==> config.mk <==
export PLATFORM = sky130hd
export DESIGN_NAME = cmd_sequencer
export DESIGN_NICKNAME = d
export VERILOG_FILES = /design/src/rtl/cmd_sequencer.sv
export SDC_FILE = /design/constraint.sdc
export NUM_CORES = 1
export LEC_CHECK = 0
export ABC_AREA = 1
export CAP_MARGIN = 0
export CELL_PAD_IN_SITES_DETAIL_PLACEMENT = 1
export CELL_PAD_IN_SITES_GLOBAL_PLACEMENT = 1
export CORE_ASPECT_RATIO = 1.75
export CORE_MARGIN = 1
export CORE_UTILIZATION = 33
export CTS_CLUSTER_SIZE = 14
export DETAILED_ROUTE_END_ITERATION = 6
export GPL_ROUTABILITY_DRIVEN = 0
export PLACE_DENSITY_LB_ADDON = 0.05
export SLEW_MARGIN = 10
export SYNTH_ARGS = -nofsm -noshare
export SYNTH_HDL_FRONTEND = slang
export SYNTH_SLANG_ARGS = --single-unit
==> constraint.sdc <==
create_clock -name clk0 -period 1.9 [get_ports clk0]
set_input_delay 0.38 -clock clk0 [delete_from_list [all_inputs] [get_ports clk0]]
set_output_delay 0.38 -clock clk0 [all_outputs]
set_load 0.1 [all_outputs]
==> src/rtl/cmd_sequencer.sv <==
// rtl/cmd_sequencer.sv - SDRAM command sequencer: ACTIVE/READ/WRITE/REFRESH/PRECHARGE/LOAD MODE
// Optional sticky command-error flag enabled by defining CMD_SEQ_ERR_EN.
module cmd_sequencer #(
  parameter int ROW_WIDTH  = 12,
  parameter int COL_WIDTH  = 9,
  parameter int BANK_WIDTH = 2,
  parameter int TRCD       = 2,
  parameter int CAS_LAT    = 2,
  parameter int BURST_LEN  = 4,
  parameter int TRC        = 7
) (
  input  logic                                     clk0,
  input  logic                                     reset,
  input  logic                                     do_refresh,
  input  logic                                     do_preacharge,
  input  logic                                     do_load_mod,
  input  logic                                     do_reada,
  input  logic                                     do_writea,
  input  logic [BANK_WIDTH+ROW_WIDTH+COL_WIDTH-1:0] addr,
  input  logic [ROW_WIDTH-1:0]                     mode_reg,
  output logic                                     sd_cs_n,
  output logic                                     sd_ras_n,
  output logic                                     sd_cas_n,
  output logic                                     sd_we_n,
  output logic [BANK_WIDTH-1:0]                    sd_ba,
  output logic [ROW_WIDTH-1:0]                     sd_addr,
  output logic                                     oe,
  output logic                                     rd_valid,
  output logic                                     busy
`ifdef CMD_SEQ_ERR_EN
  ,
  output logic                                     cmd_err
`endif
);

  typedef enum logic [3:0] {
    IDLE, ACT, RCD_WAIT, RD, WR, BURST, REF_WAIT, PRE, LMR
  } state_t;

  localparam logic [3:0] CMD_NOP  = 4'b0111;
  localparam logic [3:0] CMD_ACT  = 4'b0011;
  localparam logic [3:0] CMD_RD   = 4'b0101;
  localparam logic [3:0] CMD_WR   = 4'b0100;
  localparam logic [3:0] CMD_REF  = 4'b0001;
  localparam logic [3:0] CMD_PRE  = 4'b0010;
  localparam logic [3:0] CMD_LMR  = 4'b0000;
  localparam logic [3:0] CMD_DESL = 4'b1111;

  localparam logic [3:0] T_RCD    = 4'(TRCD - 2);
  localparam logic [3:0] T_RD_BST = 4'(CAS_LAT + BURST_LEN - 1);
  localparam logic [3:0] T_WR_BST = 4'(BURST_LEN - 1);
  localparam logic [3:0] T_REF    = 4'(TRC - 1);
  localparam logic [3:0] BL4      = 4'(BURST_LEN);
  localparam logic [ROW_WIDTH-1:0] A10 = ROW_WIDTH'(1) << 10;

  state_t                state, state_nxt;
  logic [3:0]            timer, timer_nxt;
  logic                  is_rd;
  logic [BANK_WIDTH-1:0] bank_q;
  logic [COL_WIDTH-1:0]  col_q;
  logic [3:0]            cmd_q, cmd_nxt;
  logic [BANK_WIDTH-1:0] ba_nxt;
  logic [ROW_WIDTH-1:0]  addr_nxt;
  logic                  oe_nxt, rd_valid_nxt, busy_nxt;

  assign {sd_cs_n, sd_ras_n, sd_cas_n, sd_we_n} = cmd_q;

  // State, timer, latched address and registered pins
  always_ff @(posedge clk0) begin
    if (reset) begin
      state    <= IDLE;
      timer    <= 4'd0;
      is_rd    <= 1'b0;
      bank_q   <= '0;
      col_q    <= '0;
      cmd_q    <= CMD_DESL;
      sd_ba    <= '0;
      sd_addr  <= '0;
      oe       <= 1'b0;
      rd_valid <= 1'b0;
      busy     <= 1'b0;
    end else begin
      state    <= state_nxt;
      timer    <= timer_nxt;
      cmd_q    <= cmd_nxt;
      sd_ba    <= ba_nxt;
      sd_addr  <= addr_nxt;
      oe       <= oe_nxt;
      rd_valid <= rd_valid_nxt;
      busy     <= busy_nxt;
      if (state == IDLE && state_nxt == ACT) begin
        is_rd  <= do_reada;
        bank_q <= addr[BANK_WIDTH+ROW_WIDTH+COL_WIDTH-1 -: BANK_WIDTH];
        col_q  <= addr[COL_WIDTH-1:0];
      end
    end
  end

  // Next state; the timer saturates at zero and steps advance only there
  always_comb begin
    state_nxt = state;
    timer_nxt = (timer != 4'd0) ? timer - 4'd1 : 4'd0;
    case (state)
      IDLE: begin
        if (do_refresh) begin
          state_nxt = REF_WAIT;
          timer_nxt = T_REF;
        end else if (do_preacharge) begin
          state_nxt = PRE;
        end else if (do_load_mod) begin
          state_nxt = LMR;
        end else if (do_reada || do_writea) begin
          state_nxt = ACT;
        end
      end
      ACT: begin
        if (TRCD == 1) begin
          state_nxt = is_rd ? RD : WR;
        end else begin
          state_nxt = RCD_WAIT;
          timer_nxt = T_RCD;
        end
      end
      RCD_WAIT: if (timer == 4'd0) state_nxt = is_rd ? RD : WR;
      RD: begin
        state_nxt = BURST;
        timer_nxt = T_RD_BST;
      end
      WR: begin
        state_nxt = BURST;
        timer_nxt = T_WR_BST;
      end
      BURST, REF_WAIT: if (timer == 4'd0) state_nxt = IDLE;
      PRE, LMR: state_nxt = IDLE;
      default: state_nxt = IDLE;
    endcase
  end

  // Pin values for the coming cycle; NOP cycles hold address and bank
  always_comb begin
    cmd_nxt  = CMD_NOP;
    ba_nxt   = sd_ba;
    addr_nxt = sd_addr;
    case (state_nxt)
      ACT: begin
        cmd_nxt  = CMD_ACT;
        ba_nxt   = addr[BANK_WIDTH+ROW_WIDTH+COL_WIDTH-1 -: BANK_WIDTH];
        addr_nxt = addr[COL_WIDTH +: ROW_WIDTH];
      end
      RD, WR: begin
        cmd_nxt  = (state_nxt == RD) ? CMD_RD : CMD_WR;
        ba_nxt   = bank_q;
        addr_nxt = A10 | ROW_WIDTH'(col_q);
      end
      PRE: begin
        cmd_nxt  = CMD_PRE;
        addr_nxt = A10;
      end
      LMR: begin
        cmd_nxt  = CMD_LMR;
        ba_nxt   = '0;
        addr_nxt = mode_reg;
      end
      REF_WAIT: if (state == IDLE) cmd_nxt = CMD_REF;
      default: cmd_nxt = CMD_NOP;
    endcase
    oe_nxt       = (state_nxt == WR) ||
                   (state_nxt == BURST && !is_rd && timer_nxt != 4'd0);
    rd_valid_nxt = state_nxt == BURST && is_rd &&
                   timer_nxt != 4'd0 && timer_nxt <= BL4;
    busy_nxt     = state_nxt != IDLE;
  end

`ifdef CMD_SEQ_ERR_EN
  logic any_pulse, multi_pulse;
  assign any_pulse   = do_refresh | do_preacharge | do_load_mod | do_reada | do_writea;
  assign multi_pulse = (do_refresh & (do_preacharge | do_load_mod | do_reada | do_writea)) |
                       (do_preacharge & (do_load_mod | do_reada | do_writea)) |
                       (do_load_mod & (do_reada | do_writea)) |
                       (do_reada & do_writea);

  always_ff @(posedge clk0) begin
    if (reset) begin
      cmd_err <= 1'b0;
    end else if ((state != IDLE && any_pulse) || (state == IDLE && multi_pulse)) begin
      cmd_err <= 1'b1;
    end
  end
`endif

endmodule
* Word level (Yosys, flattened, before mapping)
Cells that the tools add are included.
** Storage, ports and cells
- Flip-flop bits (word level) :: 41
- Bits in latches :: 0
- Memory bits (writable) :: 0
- Memory bits (read-only) :: 0
- Input port bits :: 42
- Output and inout port bits :: 21
- Logic and storage cells :: 61
- Memories kept :: 0
** Cells by class
- Add/subtract/negate cells :: 1
- $mul :: 0
- Divide/modulo/power cells :: 0
- Magnitude comparators :: 1
- Eq/ne operators :: 13
- Shift operators :: 0
- Muxes and demuxes :: 16
- Bitwise gates (word level) :: 0
- Reduce and logical (&&, ||, !) cells :: 19
** Operator list (count)
- $pmux W12 S4 :: 1
- $mux W4 :: 8
- $eq A4 B3 Y1 const B :: 7
- $pmux W4 S5 :: 1
- $pmux W4 S4 :: 1
- $reduce_bool A4 Y1 :: 4
- $pmux W3 S5 :: 1
- $eq A4 B2 Y1 const B :: 3
- $eq A4 B1 Y1 const B :: 2
- $logic_not A4 Y1 :: 2
- $logic_and A1 B1 Y1 :: 6
- $mux W3 :: 2
- $pmux W2 S3 :: 1
- $reduce_or A2 Y1 :: 3
- $eq A4 B4 Y1 const B :: 1
- $le A4 B3 Y1 const B :: 1
- $sub A4 B1 Y4 const B :: 1
- $reduce_bool A3 Y1 :: 1
- $logic_or A1 B1 Y1 :: 2
- $logic_not A1 Y1 :: 1
- $mux W1 :: 1

* Logic depth before layout (Yosys ltp)
- Depth after elaboration :: 10
- Mapped depth :: 13
- Mapped depth without buffers :: 12

* Least setup slack after synthesis
OpenSTA, ideal clock, no wires.
- Path type :: input -> register
- Start :: input do_reada
- End :: register cmd_q[1]
- Library setup time :: 126 ps
- Arrival time :: 1538 ps
- Required time :: 1774 ps
- Path slack :: 236 ps
- Cell stages on the path :: 11
- Buffers on the path :: 1
- Path through :: nor2_1 nand2_1 nand2_1 nand2_1 a21oi_1 nand2_1 nand2_2 nor2_4 buf_4 nor3_1 nand3_1
** On the way
- Word-level cells in the longest chain between the ends :: 9
- Elaborated cells on any way between the ends :: 14
- Classes of those cells :: 6 x eq/ne; 6 x mux; 2 x reduce/logical
** Ends and longest elaborated chain
- from (decl) :: line 17 : input logic do_reada,
- $logic_or A1 B1 Y1 (*) :: line 112 : end else if (do_reada || do_writea) begin
- $mux W4 (*) :: line 112
- $mux W4 (*) :: line 110 : end else if (do_load_mod) begin
- $mux W4 (*) :: line 108 : end else if (do_preacharge) begin
- $mux W4 (*) :: line 105 : if (do_refresh) begin
- $pmux W4 S5 (*) :: line 103 : case (state)
- $eq A4 B2 Y1 / $eq A4 B3 Y1 (equally long branches) :: line 144 : case (state_nxt)
- $reduce_or A2 Y1 :: line 144
- $pmux W3 S5 (*) :: line 144
- to (signal assigned) :: line 85 : cmd_q <= cmd_nxt;
- to (decl) :: line 61 : logic [3:0] cmd_q, cmd_nxt;
Mark *: on every way between the ends. The rest lies on a longest branch, timed or not.
A chain may end at the register's enable or synchronous reset.

* Worst setup path after layout
- Start :: register state[0]
- End :: register sd_addr[7]
** On the way
- Word-level cells in the longest chain between the ends :: 8
- Elaborated cells on any way between the ends :: 24
- Classes of those cells :: 11 x eq/ne; 8 x mux; 5 x reduce/logical
** Ends and longest elaborated chain
- from (decl) :: line 56 : state_t state, state_nxt;
- from (signal assigned) :: line 83 : state <= state_nxt;
- $mux W4 :: line 112
- $mux W4 :: line 110
- $mux W4 :: line 108
- $mux W4 :: line 105
- $pmux W4 S5 (*) :: line 103
- $eq A4 B2 Y1 / $eq A4 B3 Y1 (equally long branches) :: line 144
- $reduce_or A2 Y1 :: line 144
- $pmux W12 S4 / $reduce_bool A4 Y1 (equally long branches)
- to (signal assigned) :: line 87 : sd_addr <= addr_nxt;
- to (decl) :: line 26 : output logic [ROW_WIDTH-1:0] sd_addr,
Marks and branches as above.

==> impl_results.md <==
- Status: finished, final reports clean
- WL final: 8400 um
- Worst reg2reg path depth: 10
- Max-slew violations: 0
- Vias: 2657
- CTS tree: done
- Worst hold stages: 2
- Core Region: 6857 um^2
- HP Class: reg -> reg
- TritonCTS Buffers: 5
- First-pass GRT wire length: 12610 um
- Crit path DAT: 2.10 ns
- Syn Std Cell Area: 2322 um^2
- Total GRT Usage: 22.78%
- Largest net degree at the start of global routing: 28
- Post-synthesis sequential area ratio: 35.34%
- R2r endpoint: sd_addr[7]
- Non-Filler Instances: 549
- Layout cell share with drive strength beyond 1: 30.32%
- Comb pwr share: 70.4%
- Min-delay src: col_q[7]
- Die Ht: 113.0 um
- Die area: 7389 um^2
- Die outline width: 65.41 um
- Setup violators final: 0
- Slew headroom: 77.16%
- Avg Inst Size Synth: 6.397 um^2
- Seq cells post-synth: 41
- Residual DRC: 0
- NumNets Final: 507
- R2R Setup Slk: 0.02 ns
- Critical path endpoint category: register
- Gate Count Post-Synth: 363
- Number of global-route vias before repair: 2705
- Largest fanout on the critical path: 11
- NetSw: 4.075 mW
- # IOs: 63
- FMAX: 0.5320 GHz
- Clk slew on worst S/H paths: 0.06 ns
- Clock sink count: 41
- Initial core utilization: 33.87%
- Ant. Diodes: 0
- Hold worst-path end: col_q[7]
- Antenna-violating nets left: 0
- Setup Skew: 0.004891 ns
- Antenna violations before repair: 0
- RSZ-0062 raised after global routing: yes
- Leak Pwr: 1.841 nW
- Mean number of vias per cell: 4.840
- Yosys cell types: 25
- HPWL after detailed placement: 6100 um
- Critical Path RT: 2.12 ns
- Post-DR wirelength/cell: 15.30 um
- Skew-Pair Late Insertion Delay: 0.29 ns
- Worst Path Class, Setup: reg -> reg
- Sequential Power Share: 17.8%
- Root buf cell: clkbuf_16
- # rows: 40
- Post-Place Cells: 525
- Final hold vios: 0
- Post-Syn Nets: 405
- Switching Share: 50.78%
- Grt total ovfl: 0
- Crit start category: register
- Layout area overhead: 59.81%
- Worst setup path start: state[0]
- FF-to-FF Start: state[0]
- Measured slew at the worst slew-check pin: 0.3426 ns
- Clock power frac: 11.8%
- Max cap viols: 0
- Int Pwr: 3.949 mW
- PwrDens: 2162 nW/um^2
- Max clock buf depth: 2
- Hold slack: 0.4994 ns
- Tmin final: 1.880 ns
- TritonRoute pass-1 iters: 4
- CTS H-tree lvls: 2
- First DRT Iteration DRCs: 69
- IO Port Bufs: 62
- Synth Warn #: 0
- Period utilization: 98.93%
- Worst VDD drop: 0.8900 mV
[synth_stat cells, drive strengths merged]
library cell	instances	share of area [%]
buf	9	2.4
a21oi	14	3.0
a31oi	1	0.27
nand2	98	17
inv	47	7.6
o21bai	1	0.81
nor3	5	1.1
o22ai	1	0.27
nor2	78	16
nand3	26	6.5
o21ai	23	5.0
nand4	15	4.0
clkbuf	4	0.65
dfxtp	41	35
[cell families (layout without fill, tap and decap cells)]
group	after synthesis	count (layout)	synth area share [%]
AO/OA/AOI/OAI	40	40	9.322
flip-flops	41	41	35.34
AND/OR/NAND/NOR	222	222	44.72
buffers and inverters	60	162	10.61
[placed cells by master (no fill, tap or decap), types with 2 or more instances in the layout]
cell type,count
nand2_1,85
buf_4,53
nor2_1,52
inv_1,39
clkdlybuf4s50_1,37
dfxtp_1,36
nand3_1,19
nor2_2,17
nand4_1,15
o21ai_0,15
a21oi_1,10
nor2_4,8
nand2_2,8
inv_2,7
buf_12,7
o21ai_1,6
clkbuf_16,6
nand2_4,5
buf_6,5
a21oi_2,4
nand3_2,4
nor3_1,4
dlymetal6s2s_1,4
nand3_4,3
dfxtp_4,3
o21ai_2,2
dfxtp_2,2
[metal layers]
| metal | routed length [um] | global-route usage (%) | up-vias |
|---|---|---|---|
| met4 | 377 | 11.59 | 0 |
| met1 | 2798 | 20.82 | 1234 |
| met2 | 4981 | 46.12 | 62 |
| met5 | 0 | 0 | - |
| li1 | - | - | 1339 |
| met3 | 243 | 2.621 | 22 |
[layout make-up]
type / count / area, um^2
Fill cell: 878 / 3146
Multi-Input combinational cell: 262 / 1388
Timing Repair Buffer: 108 / 1045
Sequential cell: 41 / 834.6
Inverter: 47 / 178.9
Clock buffer: 5 / 125.1
Tap cell: 84 / 105.1
Clock inverter: 2 / 35.03
[power groups by stage]
stage / sequential [mW] / clock, mW / combinational [mW]
finish: 1.43 / 0.946 / 5.65
global route: 1.46 / 0.989 / 6.09
CTS: 1.41 / 0.958 / 5.01
floorplan: 2.30 / 0 / 2.40
global placement: 1.41 / 0 / 4.61
detailed placement: 1.41 / 0 / 4.71
[worst max-delay path, cell delays in order (launching register included)]
cell     delay [ns]
dfxtp_2        0.40
nand2_1        0.14
o21ai_2        0.32
a21oi_2        0.11
buf_4          0.16
a21oi_2        0.16
nand2_2        0.10
buf_6          0.15
nand4_1        0.08
nand2_1        0.07
nor2_2         0.12
[state kept, by name (all words and copies together) (netlist names)]
name      cells
sd_addr      12
col_q         9
cmd_q         4
state         4
timer         4
bank_q        2
sd_ba         2
busy          1
is_rd         1
oe            1
rd_valid      1
[worst max path at each step]
| stage | end | slack, ns | depth (start not counted) |
|---|---|---|---|
| 2_1_floorplan | cmd_q[1] | 0.24 | 11 |
| 3_3_place_gp | bank_q[1] | -0.35 | 12 |
| 3_5_place_dp | bank_q[0] | -0.44 | 12 |
| 4_1_cts | sd_addr[7] | 0.005 | 11 |
| 5_1_grt | sd_addr[7] | -0.09 | 10 |
| 6_report | sd_addr[7] | 0.02 | 10 |
[through the flow]
step           setup WS, ns  utilization (%)  power (mW)  cell area, um^2  TNS (ns)
2_1_floorplan        0.2360                -       4.698             2322         0
3_3_place_gp        -0.3478            46.93       6.021             3218    -8.980
3_5_place_dp        -0.4406            46.93       6.123             3218    -11.29
4_1_cts            0.004937            50.53       7.381             3465         0
5_1_grt            -0.09034            54.12       8.541             3711    -1.140
6_report            0.02038            54.12       8.024             3711         0
[repair_timing]
action / 4_1_cts / 5_1_grt
gates resized for setup: 13 / 43
hold buffers: 0 / 0
pin swaps: 5 / 25
gates cloned: 0 / 2
buffers inserted: 5 / 11
setup endpoints to repair: 29 / 31
Power figures use the tool's default switching activity.
